`src/rtl/alu_pkg.sv`:
```
// Shared definitions for the sequential ALU: opcode encodings and FSM states.
package alu_pkg;

    localparam logic [2:0] OP_FWD  = 3'b000;
    localparam logic [2:0] OP_ADD  = 3'b001;
    localparam logic [2:0] OP_AND  = 3'b010;
    localparam logic [2:0] OP_OR   = 3'b011;
    localparam logic [2:0] OP_SUB  = 3'b100;
    localparam logic [2:0] OP_SLL  = 3'b101;
    localparam logic [2:0] OP_SRL  = 3'b110;
    localparam logic [2:0] OP_RSVD = 3'b111;

    typedef enum logic [1:0] {
        ST_IDLE = 2'd0,
        ST_EXEC = 2'd1,
        ST_DONE = 2'd2
    } state_e;

endpackage

```
`src/rtl/alu_seq_unit_if.sv`:
```
// Request/response bus of the sequential ALU.
//   master : drives IN_VALID, DATA1, DATA2, SELECT, OUT_READY (register-file side/consumer)
//   slave  : drives IN_READY, OUT_VALID, RESULT, ZERO, CARRY, ILLEGAL (the ALU)
interface alu_seq_unit_if #(
    parameter int unsigned WIDTH = 8
);
    logic             IN_VALID;
    logic             IN_READY;
    logic [WIDTH-1:0] DATA1;
    logic [WIDTH-1:0] DATA2;
    logic [2:0]       SELECT;
    logic             OUT_VALID;
    logic             OUT_READY;
    logic [WIDTH-1:0] RESULT;
    logic             ZERO;
    logic             CARRY;
    logic             ILLEGAL;

    modport master (
        output IN_VALID, DATA1, DATA2, SELECT, OUT_READY,
        input  IN_READY, OUT_VALID, RESULT, ZERO, CARRY, ILLEGAL
    );

    modport slave (
        input  IN_VALID, DATA1, DATA2, SELECT, OUT_READY,
        output IN_READY, OUT_VALID, RESULT, ZERO, CARRY, ILLEGAL
    );
endinterface

```
`src/rtl/alu_iter_shifter.sv`:
```
// Iterative one-bit-per-cycle shifter.
//   clk_i, rst_i : clock, synchronous active-high reset
//   load_i       : capture operand_i, shamt_i and direction left_i
//   step_i       : perform one shift step if any remain
//   result_o     : value after the step that would happen this cycle (data itself if count 0)
//   carry_o      : bit shifted out by that step (last bit out, 0 if never shifted)
//   done_o       : at most one step remains, so result_o/carry_o are final
module alu_iter_shifter #(
    parameter int unsigned WIDTH   = 8,
    parameter int unsigned SHAMT_W = $clog2(WIDTH)
) (
    input  logic               clk_i,
    input  logic               rst_i,
    input  logic               load_i,
    input  logic               left_i,
    input  logic [WIDTH-1:0]   operand_i,
    input  logic [SHAMT_W-1:0] shamt_i,
    input  logic               step_i,
    output logic [WIDTH-1:0]   result_o,
    output logic               carry_o,
    output logic               done_o
);
    logic [WIDTH-1:0]   data_q;
    logic [SHAMT_W-1:0] cnt_q;
    logic               left_q;
    logic               last_q;

    logic [WIDTH-1:0]   shifted;
    logic               out_bit;

    always_comb begin
        shifted = '0;
        out_bit = 1'b0;
        if (left_q) begin
            shifted = {data_q[WIDTH-2:0], 1'b0};
            out_bit = data_q[WIDTH-1];
        end else begin
            shifted = {1'b0, data_q[WIDTH-1:1]};
            out_bit = data_q[0];
        end
    end

    // Exposing the post-step value lets the caller capture the final result on the
    // same edge as the last step, so a shift by N takes exactly N cycles.
    assign result_o = (cnt_q == '0) ? data_q : shifted;
    assign carry_o  = (cnt_q == '0) ? last_q : out_bit;
    assign done_o   = (cnt_q <= SHAMT_W'(1));

    always_ff @(posedge clk_i) begin
        if (rst_i) begin
            data_q <= '0;
            cnt_q  <= '0;
            left_q <= 1'b0;
            last_q <= 1'b0;
        end else if (load_i) begin
            data_q <= operand_i;
            cnt_q  <= shamt_i;
            left_q <= left_i;
            last_q <= 1'b0;
        end else if (step_i && (cnt_q != '0)) begin
            data_q <= shifted;
            cnt_q  <= cnt_q - SHAMT_W'(1);
            last_q <= out_bit;
        end
    end
endmodule

```
`src/rtl/alu_seq_unit.sv`:
```
// Handshaked multi-cycle ALU: FORWARD/ADD/AND/OR/SUB/SLL/SRL with ZERO/CARRY/ILLEGAL.
//   CLK, RESET : clock, synchronous active-high reset
//   bus        : alu_seq_unit_if slave
//                IN_VALID/IN_READY accept DATA1, DATA2, SELECT (IN_READY = IDLE)
//                OUT_VALID/OUT_READY return RESULT, ZERO, CARRY, ILLEGAL (held in DONE)
module alu_seq_unit
    import alu_pkg::*;
#(
    parameter int unsigned WIDTH   = 8,
    parameter int unsigned ADD_LAT = 2
) (
    input  logic         CLK,
    input  logic         RESET,
    alu_seq_unit_if.slave bus
);
    localparam int unsigned SHAMT_W = $clog2(WIDTH);
    localparam int unsigned CNT_W   = (ADD_LAT > 1) ? $clog2(ADD_LAT) : 1;

    state_e           state_q;
    logic [2:0]       op_q;
    logic [WIDTH-1:0] a_q;
    logic [WIDTH-1:0] b_q;
    logic [CNT_W-1:0] cnt_q;
    logic [WIDTH-1:0] result_q;
    logic             zero_q;
    logic             carry_q;
    logic             illegal_q;
    logic             out_valid_q;

    logic             accept;
    logic             exec_done;
    logic [WIDTH:0]   sum;
    logic [WIDTH:0]   diff;
    logic [WIDTH-1:0] result_d;
    logic             zero_d;
    logic             carry_d;
    logic             illegal_d;

    logic [WIDTH-1:0] sh_result;
    logic             sh_carry;
    logic             sh_done;

    assign accept = bus.IN_VALID && (state_q == ST_IDLE);

    // The shifter snoops the bus directly so it is loaded on the accept edge itself.
    alu_iter_shifter #(
        .WIDTH   (WIDTH),
        .SHAMT_W (SHAMT_W)
    ) u_shifter (
        .clk_i     (CLK),
        .rst_i     (RESET),
        .load_i    (accept),
        .left_i    (bus.SELECT == OP_SLL),
        .operand_i (bus.DATA1),
        .shamt_i   (bus.DATA2[SHAMT_W-1:0]),
        .step_i    (state_q == ST_EXEC),
        .result_o  (sh_result),
        .carry_o   (sh_carry),
        .done_o    (sh_done)
    );

    // Subtraction as A + ~B + 1 makes the top bit a "no borrow" flag.
    assign sum  = {1'b0, a_q} + {1'b0, b_q};
    assign diff = {1'b0, a_q} + {1'b0, ~b_q} + (WIDTH+1)'(1);

    always_comb begin
        result_d  = '0;
        carry_d   = 1'b0;
        illegal_d = 1'b0;
        case (op_q)
            OP_FWD:  result_d = b_q;
            OP_ADD:  {carry_d, result_d} = sum;
            OP_AND:  result_d = a_q & b_q;
            OP_OR:   result_d = a_q | b_q;
            OP_SUB:  {carry_d, result_d} = diff;
            OP_SLL,
            OP_SRL: begin
                result_d = sh_result;
                carry_d  = sh_carry;
            end
            default: illegal_d = 1'b1;
        endcase
        zero_d = (result_d == '0);
    end

    always_comb begin
        case (op_q)
            OP_ADD, OP_SUB: exec_done = (cnt_q == '0);
            OP_SLL, OP_SRL: exec_done = sh_done;
            default:        exec_done = 1'b1;
        endcase
    end

    always_ff @(posedge CLK) begin
        if (RESET) begin
            state_q     <= ST_IDLE;
            op_q        <= OP_FWD;
            a_q         <= '0;
            b_q         <= '0;
            cnt_q       <= '0;
            result_q    <= '0;
            zero_q      <= 1'b0;
            carry_q     <= 1'b0;
            illegal_q   <= 1'b0;
            out_valid_q <= 1'b0;
        end else begin
            case (state_q)
                ST_IDLE: begin
                    if (bus.IN_VALID) begin
                        op_q    <= bus.SELECT;
                        a_q     <= bus.DATA1;
                        b_q     <= bus.DATA2;
                        cnt_q   <= CNT_W'(ADD_LAT - 1);
                        state_q <= ST_EXEC;
                    end
                end
                ST_EXEC: begin
                    if (exec_done) begin
                        result_q    <= result_d;
                        zero_q      <= zero_d;
                        carry_q     <= carry_d;
                        illegal_q   <= illegal_d;
                        out_valid_q <= 1'b1;
                        state_q     <= ST_DONE;
                    end else if (cnt_q != '0) begin
                        cnt_q <= cnt_q - CNT_W'(1);
                    end
                end
                ST_DONE: begin
                    if (bus.OUT_READY) begin
                        out_valid_q <= 1'b0;
                        state_q     <= ST_IDLE;
                    end
                end
                default: state_q <= ST_IDLE;
            endcase
        end
    end

    assign bus.IN_READY  = (state_q == ST_IDLE);
    assign bus.OUT_VALID = out_valid_q;
    assign bus.RESULT    = result_q;
    assign bus.ZERO      = zero_q;
    assign bus.CARRY     = carry_q;
    assign bus.ILLEGAL   = illegal_q;
endmodule

```
`src/flat_wrapper.sv`:
```
// flat-port wrapper written by rule: the top's interface ports become plain ports
module alu_seq_unit_flat import alu_pkg::*;
#(
    parameter int unsigned WIDTH   = 8,
    parameter int unsigned ADD_LAT = 2
)
  (CLK, RESET, bus_IN_VALID, bus_DATA1, bus_DATA2, bus_SELECT, bus_OUT_READY, bus_IN_READY, bus_OUT_VALID, bus_RESULT, bus_ZERO, bus_CARRY, bus_ILLEGAL);
  alu_seq_unit_if #(.WIDTH(WIDTH)) bus_i ();
  input  logic CLK;
  input  logic RESET;
  input wire logic [$bits(bus_i.IN_VALID)-1:0] bus_IN_VALID;
  input wire logic [$bits(bus_i.DATA1)-1:0] bus_DATA1;
  input wire logic [$bits(bus_i.DATA2)-1:0] bus_DATA2;
  input wire logic [$bits(bus_i.SELECT)-1:0] bus_SELECT;
  input wire logic [$bits(bus_i.OUT_READY)-1:0] bus_OUT_READY;
  output wire logic [$bits(bus_i.IN_READY)-1:0] bus_IN_READY;
  output wire logic [$bits(bus_i.OUT_VALID)-1:0] bus_OUT_VALID;
  output wire logic [$bits(bus_i.RESULT)-1:0] bus_RESULT;
  output wire logic [$bits(bus_i.ZERO)-1:0] bus_ZERO;
  output wire logic [$bits(bus_i.CARRY)-1:0] bus_CARRY;
  output wire logic [$bits(bus_i.ILLEGAL)-1:0] bus_ILLEGAL;
  assign bus_i.IN_VALID = bus_IN_VALID;
  assign bus_i.DATA1 = bus_DATA1;
  assign bus_i.DATA2 = bus_DATA2;
  assign bus_i.SELECT = bus_SELECT;
  assign bus_i.OUT_READY = bus_OUT_READY;
  assign bus_IN_READY = bus_i.IN_READY;
  assign bus_OUT_VALID = bus_i.OUT_VALID;
  assign bus_RESULT = bus_i.RESULT;
  assign bus_ZERO = bus_i.ZERO;
  assign bus_CARRY = bus_i.CARRY;
  assign bus_ILLEGAL = bus_i.ILLEGAL;
  alu_seq_unit #(.WIDTH(WIDTH), .ADD_LAT(ADD_LAT)) u_core (.CLK(CLK), .RESET(RESET), .bus(bus_i));
endmodule
```
`config.mk`:
```
export PLATFORM = sky130hd
export DESIGN_NAME = alu_seq_unit_flat
export DESIGN_NICKNAME = d
export VERILOG_FILES = /design/src/rtl/alu_pkg.sv /design/src/rtl/alu_seq_unit_if.sv /design/src/rtl/alu_iter_shifter.sv /design/src/rtl/alu_seq_unit.sv /design/src/flat_wrapper.sv
export SDC_FILE = /design/constraint.sdc
export NUM_CORES = 1
export LEC_CHECK = 0
export CAP_MARGIN = 20
export CORE_ASPECT_RATIO = 1.4
export CORE_MARGIN = 4
export CORE_UTILIZATION = 55
export DETAILED_ROUTE_END_ITERATION = 10
export GPL_ROUTABILITY_DRIVEN = 0
export PLACE_DENSITY = 0.83
export SETUP_SLACK_MARGIN = 0.1
export SLEW_MARGIN = 20
export SYNTH_ARGS = -nofsm -noshare
export SYNTH_HDL_FRONTEND = slang
export SYNTH_HIERARCHICAL = 1
export SYNTH_SLANG_ARGS = --single-unit
export TNS_END_PERCENT = 20
```
`constraint.sdc`:
```
create_clock -name CLK -period 6.9 [get_ports CLK]
set_input_delay 2.07 -clock CLK [delete_from_list [all_inputs] [get_ports CLK]]
set_output_delay 2.07 -clock CLK [all_outputs]
set_load 0.01 [all_outputs]
```
# After elaboration in Yosys (flattened, before gate mapping)
# Index checks and enable logic that the tools add are counted.
classes:
  n_eq_ne: 13
  bitwise_logic: 4
  addsub: 5
  magnitude_cmp: 1
  mux: 23
  n_reduce_logical: 19
op_table:
  columns: ["operator", "n"]
  rows:
  - ["case mux 8 bit (6 select lines)", 1]
  - ["two-way mux 8 bit", 4]
  - ["adder 8 x 8 -> 9 bit", 2]
  - ["equality test 3 bit (second input constant)", 4]
  - ["adder 9 x 1 -> 9 bit (second input constant)", 1]
  - ["AND reduction 3 bit", 3]
  - ["bitwise AND 8 bit", 1]
  - ["logical NOT 8 bit", 1]
  - ["two-way mux 1 bit", 8]
  - ["inverter 8 bit", 1]
  - ["bitwise OR 8 bit", 1]
  - ["OR reduction 7 bit", 1]
  - ["equality test 3 x 2 -> 1 bit (second input constant)", 2]
  - ["logical NOT 3 bit", 2]
  - ["two-way mux 2 bit", 3]
  - ["two-way mux 3 bit", 2]
  - ["inequality test 2 bit (second input constant)", 3]
  - ["case mux 1 bit (2 select lines)", 3]
  - ["case mux 2 bit (3 select lines)", 1]
  - ["nonzero test 2 bit", 3]
  - ["OR reduction 2 bit", 3]
  - ["AND reduction 2 bit", 2]
  - ["equality test 3 x 1 -> 1 bit (second input constant)", 1]
  - ["<= comparator 3 x 1 -> 1 bit (second input constant)", 1]
  - ["other kinds (10)", 11]
totals:
  ff_bits: 47
  in_bits: 23
  out_inout_bits: 13
  wordCells: 79

# Logic depth before layout (Yosys ltp)
depth:
  ltp_word: 5
  ltp_mapped: 14
  ltp_nobuf: 12

# By module
# The synthesis kept the hierarchy.
modules_own_cells:
  columns: ["mod", "cells_each", "seq_area_each_um2", "instances", "area_per_inst_um2"]
  rows:
  - ["alu_seq_unit", 339, 680.7, 1, 2641.3]
  - ["alu_iter_shifter", 125, 260.2, 1, 953.4]

# Worst setup path before layout
# OpenSTA, ideal clock, no wires.
synth_path:
  kind: "input to register"
  from: "in bus_IN_VALID"
  to: "reg u_core.u_shifter.data_q[1]"
  stages: 6
  setup_ns: 0.120
  path_buffers: 2
  arrival_ns: 3.213
  t_required_ns: 6.780
  setup_slack_ns: 3.567
  cell_sequence: "nand2_1 inv_1 clkbuf_1 clkbuf_1 a2111oi_0 a211o_1"
synth_via:
  elab_chain_len: 2
  word_cells_on_any_way: 3
  cone_classes: "mux: 1; reduce/logical: 2"
synth_rtl:
  columns: ["element", "line_no", "text"]
  rows:
  - ["from (decl)", "flat_wrapper.sv:11", "input wire logic [$bits(bus_i.IN_VALID)-1:0] bus_IN_VALID;"]
  - ["logical AND 1 bit (*)", "alu_seq_unit.sv:43", "assign accept = bus.IN_VALID && (state_q == ST_IDLE);"]
  - ["named net u_core.accept", "alu_seq_unit.sv:30", "logic accept;"]
  - ["two-way mux 8 bit / nonzero test 2 bit (equally long branches)", null, null]
  - ["to (signal assigned)", "alu_iter_shifter.sv:56", "data_q <= operand_i;"]
  - ["to (signal assigned)", "alu_iter_shifter.sv:61", "data_q <= shifted;"]
  - ["to (decl)", "alu_iter_shifter.sv:23", "logic [WIDTH-1:0] data_q;"]
# The timed path passes the listed nets; every way through them passes the cells marked *.
# A chain may end at the register's enable or synchronous reset.

# Worst setup path after layout
layout_path:
  from: "in bus_IN_VALID"
  to: "reg u_core.u_shifter.data_q[6]"
layout_via:
  elab_chain_len: 2
  word_cells_on_any_way: 3
  cone_classes: "mux: 1; reduce/logical: 2"
layout_rtl:
  columns: ["element", "line_no"]
  rows:
  - ["logical AND 1 bit (*)", "alu_seq_unit.sv:43"]
  - ["two-way mux 8 bit / nonzero test 2 bit (equally long branches)", null]
# Every way passes the cells marked *; elsewhere a longest branch is shown, timed or not.

==> metrics.md <==
| Metric | Value |
|---|---|
| Die W | roughly 76 um |
| Crit path cell chain | clkdlybuf4s50_1 > nand2_1 > inv_1 > buf_4 > nor2_1 > a221o_1 |
| Hold crit path type | reg2reg |
| Most common cell after layout, fill and taps aside | nand2_1 |
| Initial DRC count | 284 |
| Slew @ Worst Pin | 1020 ps |
| Mapped Cells | 464 |
| Clock-pin slew on the worst setup and hold paths | 90 ps |
| # DRC | 0 |
| Number of cell rows | 34 |
| Placed cells | approximately 540 |
| Max Fclk | about 230 MHz |
| Mapped cell area | around 3600 um2 |
| Final setup margin | about 2600 ps |
| Net Count, Synth | 516 |
| Hold Fails Final Rpt | 0 |
| Placement Setup Slack | 2340 ps |
| CP Class | in2reg |
| #FFs+latches synth | between 40 and 50 |
| Final period util | 0.619 |
| Vias in the first global route | between 3000 and 4000 |
| Placed Area | 3880 um2 |
| Register area | 941 um2 |
| Non-filler instance count after layout | between 500 and 600 |
| Layout net count | 530 |
| Fill cells | roughly 550 |
| CTS Root Cell | clkbuf_8 |
| Port Buf Inserts | 35 |
| CP Capture Type | register |
| Via-to-Cell Ratio | just over 6 |
| Final setup TNS | 0 ps |
| Synth-to-layout area growth | 11.2% |
| Initial antenna violation count | 0 |
| TritonCTS buffer count | 5 |
| Max Transition Viols Final | 0 |
| Most frequent cells in the layout | 62 x nand2_1, 52 x a21oi_1, 47 x dfxtp_1 |
| Total number of yosys warnings | 6 |
| Crit path time final | between 4000 and 5000 ps |
| DIE AREA | ~8000 um2 |
| DRT antenna net count | 0 |
| Setup crit start kind | primary input |
| # hold bufs at CTS | 0 |
| Post-CTS resize count | 0 |
| Slowest CP cell | inv_1 |
| Skew final | about 8.2 ps |
| Syn Area/Cell | between 7 and 8 um2 |
| Asr flop ratio synth | 0 |
| Post-route cell area | between 3000 and 4000 um2 |
| Final core utilization | 0.635 |
| Register area share after synthesis | 0.262 |
| RSZ-0062 raised after global routing | no |
| Clock sinks | 47 |
| Core Region | 6300 um2 |
| Via count | 3399 |
| Max H-tree Level | 2 |
| Largest net degree at the start of global routing | between 50 and 60 |
| Crit path arrival time | 4470 ps |
| Rel. slew slack | 0.317 |
| Ports | 36 |
| Final setup violation count | 0 |
| Initial Utilization | 0.571 |
| Die H | around 100 um |
| Run status | complete, no violations |
| CP max stage delay | 550 ps |
| Ys flop type | dfxtp_1 |
| CTS Buffer Depth | 2 |
| Peak VDD IR | roughly 0.14 mV |
| Multi-input gate area | 2330 um2 |
| Routed Wire Length | just over 9000 um |
| Final global-route overflow total | 0 |
| Layout cells sized above 1 | 0.0564 |
| WL per Instance | about 17 um |
| Post-synth EDFFs | 0 |
| DR pass1 iterations | 5 |
| Required @ worst endpoint | just over 7000 ps |
| Worst-path maximum fanout | 29 |
| Maxcap violations | 0 |
| CTS tree | built |
| Leak pwr | ~0.0016 uW |
| R2R Setup Slk | a little under 4000 ps |
| Synth cell types | a little under 70 |
| Diode count | 0 |
| Setup Fix Bufs, Post-CTS | 0 |
| Dpl hpwl | slightly below 7000 um |
| Global-route wire length before repair | around 15000 um |
| GR Util All Layers | 0.230 |
| Pwr/cell area | ~210 nW/um2 |
| Clk_lat worst skew | between 300 and 400 ps |
## flip-flops by register name, summed over array words and instances, names as in the netlist
register and count:
u_core/state_q 2, u_core/u_shifter/cnt_q 3, u_core/bus.RESULT 8, u_core/bus.ZERO 1, u_core/bus.CARRY 1, u_core/op_q 3
u_core/bus.OUT_VALID 1, u_core/a_q 8, u_core/u_shifter/data_q 8, u_core/bus.ILLEGAL 1, u_core/b_q 8, u_core/u_shifter/left_q 1
u_core/u_shifter/last_q 1, u_core/cnt_q 1
## layout make-up
cell class | count | share of cell area
Multi-Input combinational cell | 344 | 0.583
Clock buffer | 5 | 0.0172
Timing Repair Buffer | 37 | 0.0901
Tap cell | 72 | 0.0225
Inverter | 43 | 0.0404
Sequential cell | 47 | 0.235
Clock inverter | 3 | 0.0119
## power breakdown
| part | leakage (uW) | internal [uW] | switching [uW] |
|---|---|---|---|
| clock network | 0.0000587 | 110 | 101 |
| registers | 0.000386 | 296 | 28.1 |
| logic | 0.00112 | 120 | 178 |
| total | 0.00156 | 526 | 307 |
## path summary, 6_finish.rpt
path | from | to | depth (start not counted)
setup / recovery | bus_IN_VALID | u_core/u_shifter/data_q[6] | 6
hold / removal | u_core/bus.CARRY | u_core/bus.CARRY | 1
setup reg to reg | u_core/op_q[0] | u_core/bus.ZERO | 7
hold reg to reg | u_core/bus.CARRY | u_core/bus.CARRY | 1
## logic make-up after synthesis
logic type      Yosys count  share of synthesized area
compound gates          131                      0.256
xor+xnor                  9                     0.0219
buf+inv                  73                     0.0901
mux                      21                     0.0633
fa+ha+maj                29                      0.105
flops                    47                      0.262
simple gates            154                      0.202
## stage by stage
step,hold slack [ps],power (uW)
floorplan,444,547
global placement,459,612
detailed placement,466,622
CTS,487,830
global route,505,881
finish,492,832
## routing by layer
metal	routed length [um]	up-vias	track usage
met5	0	-	0
met3	416	37	0.0330
met1	3630	1590	0.261
met4	441	0	0.146
met2	4610	122	0.399
li1	-	1650	-
## critical path, delay by kind of cell
family	cells	cell delay, ps
buffers and inverters	3	1410
AOI/OAI and AO/OA	1	390
and+or+nand+nor	2	590
## cells in the mapped netlist (all sizes together), types with 8 or more instances
| cell | count | area share |
|---|---|---|
| a2111oi | 8 | 0.028 |
| a211oi | 12 | 0.026 |
| inv | 42 | 0.044 |
| nand2 | 63 | 0.066 |
| nor2 | 44 | 0.046 |
| a21oi | 53 | 0.075 |
| nor3 | 17 | 0.025 |
| clkbuf | 10 | 0.010 |
| buf | 20 | 0.035 |
| ha | 27 | 0.094 |
| dfxtp | 47 | 0.26 |
| mux2i | 19 | 0.053 |
| o21ai | 8 | 0.011 |
Note: power is estimated with default switching activity, not from simulation.
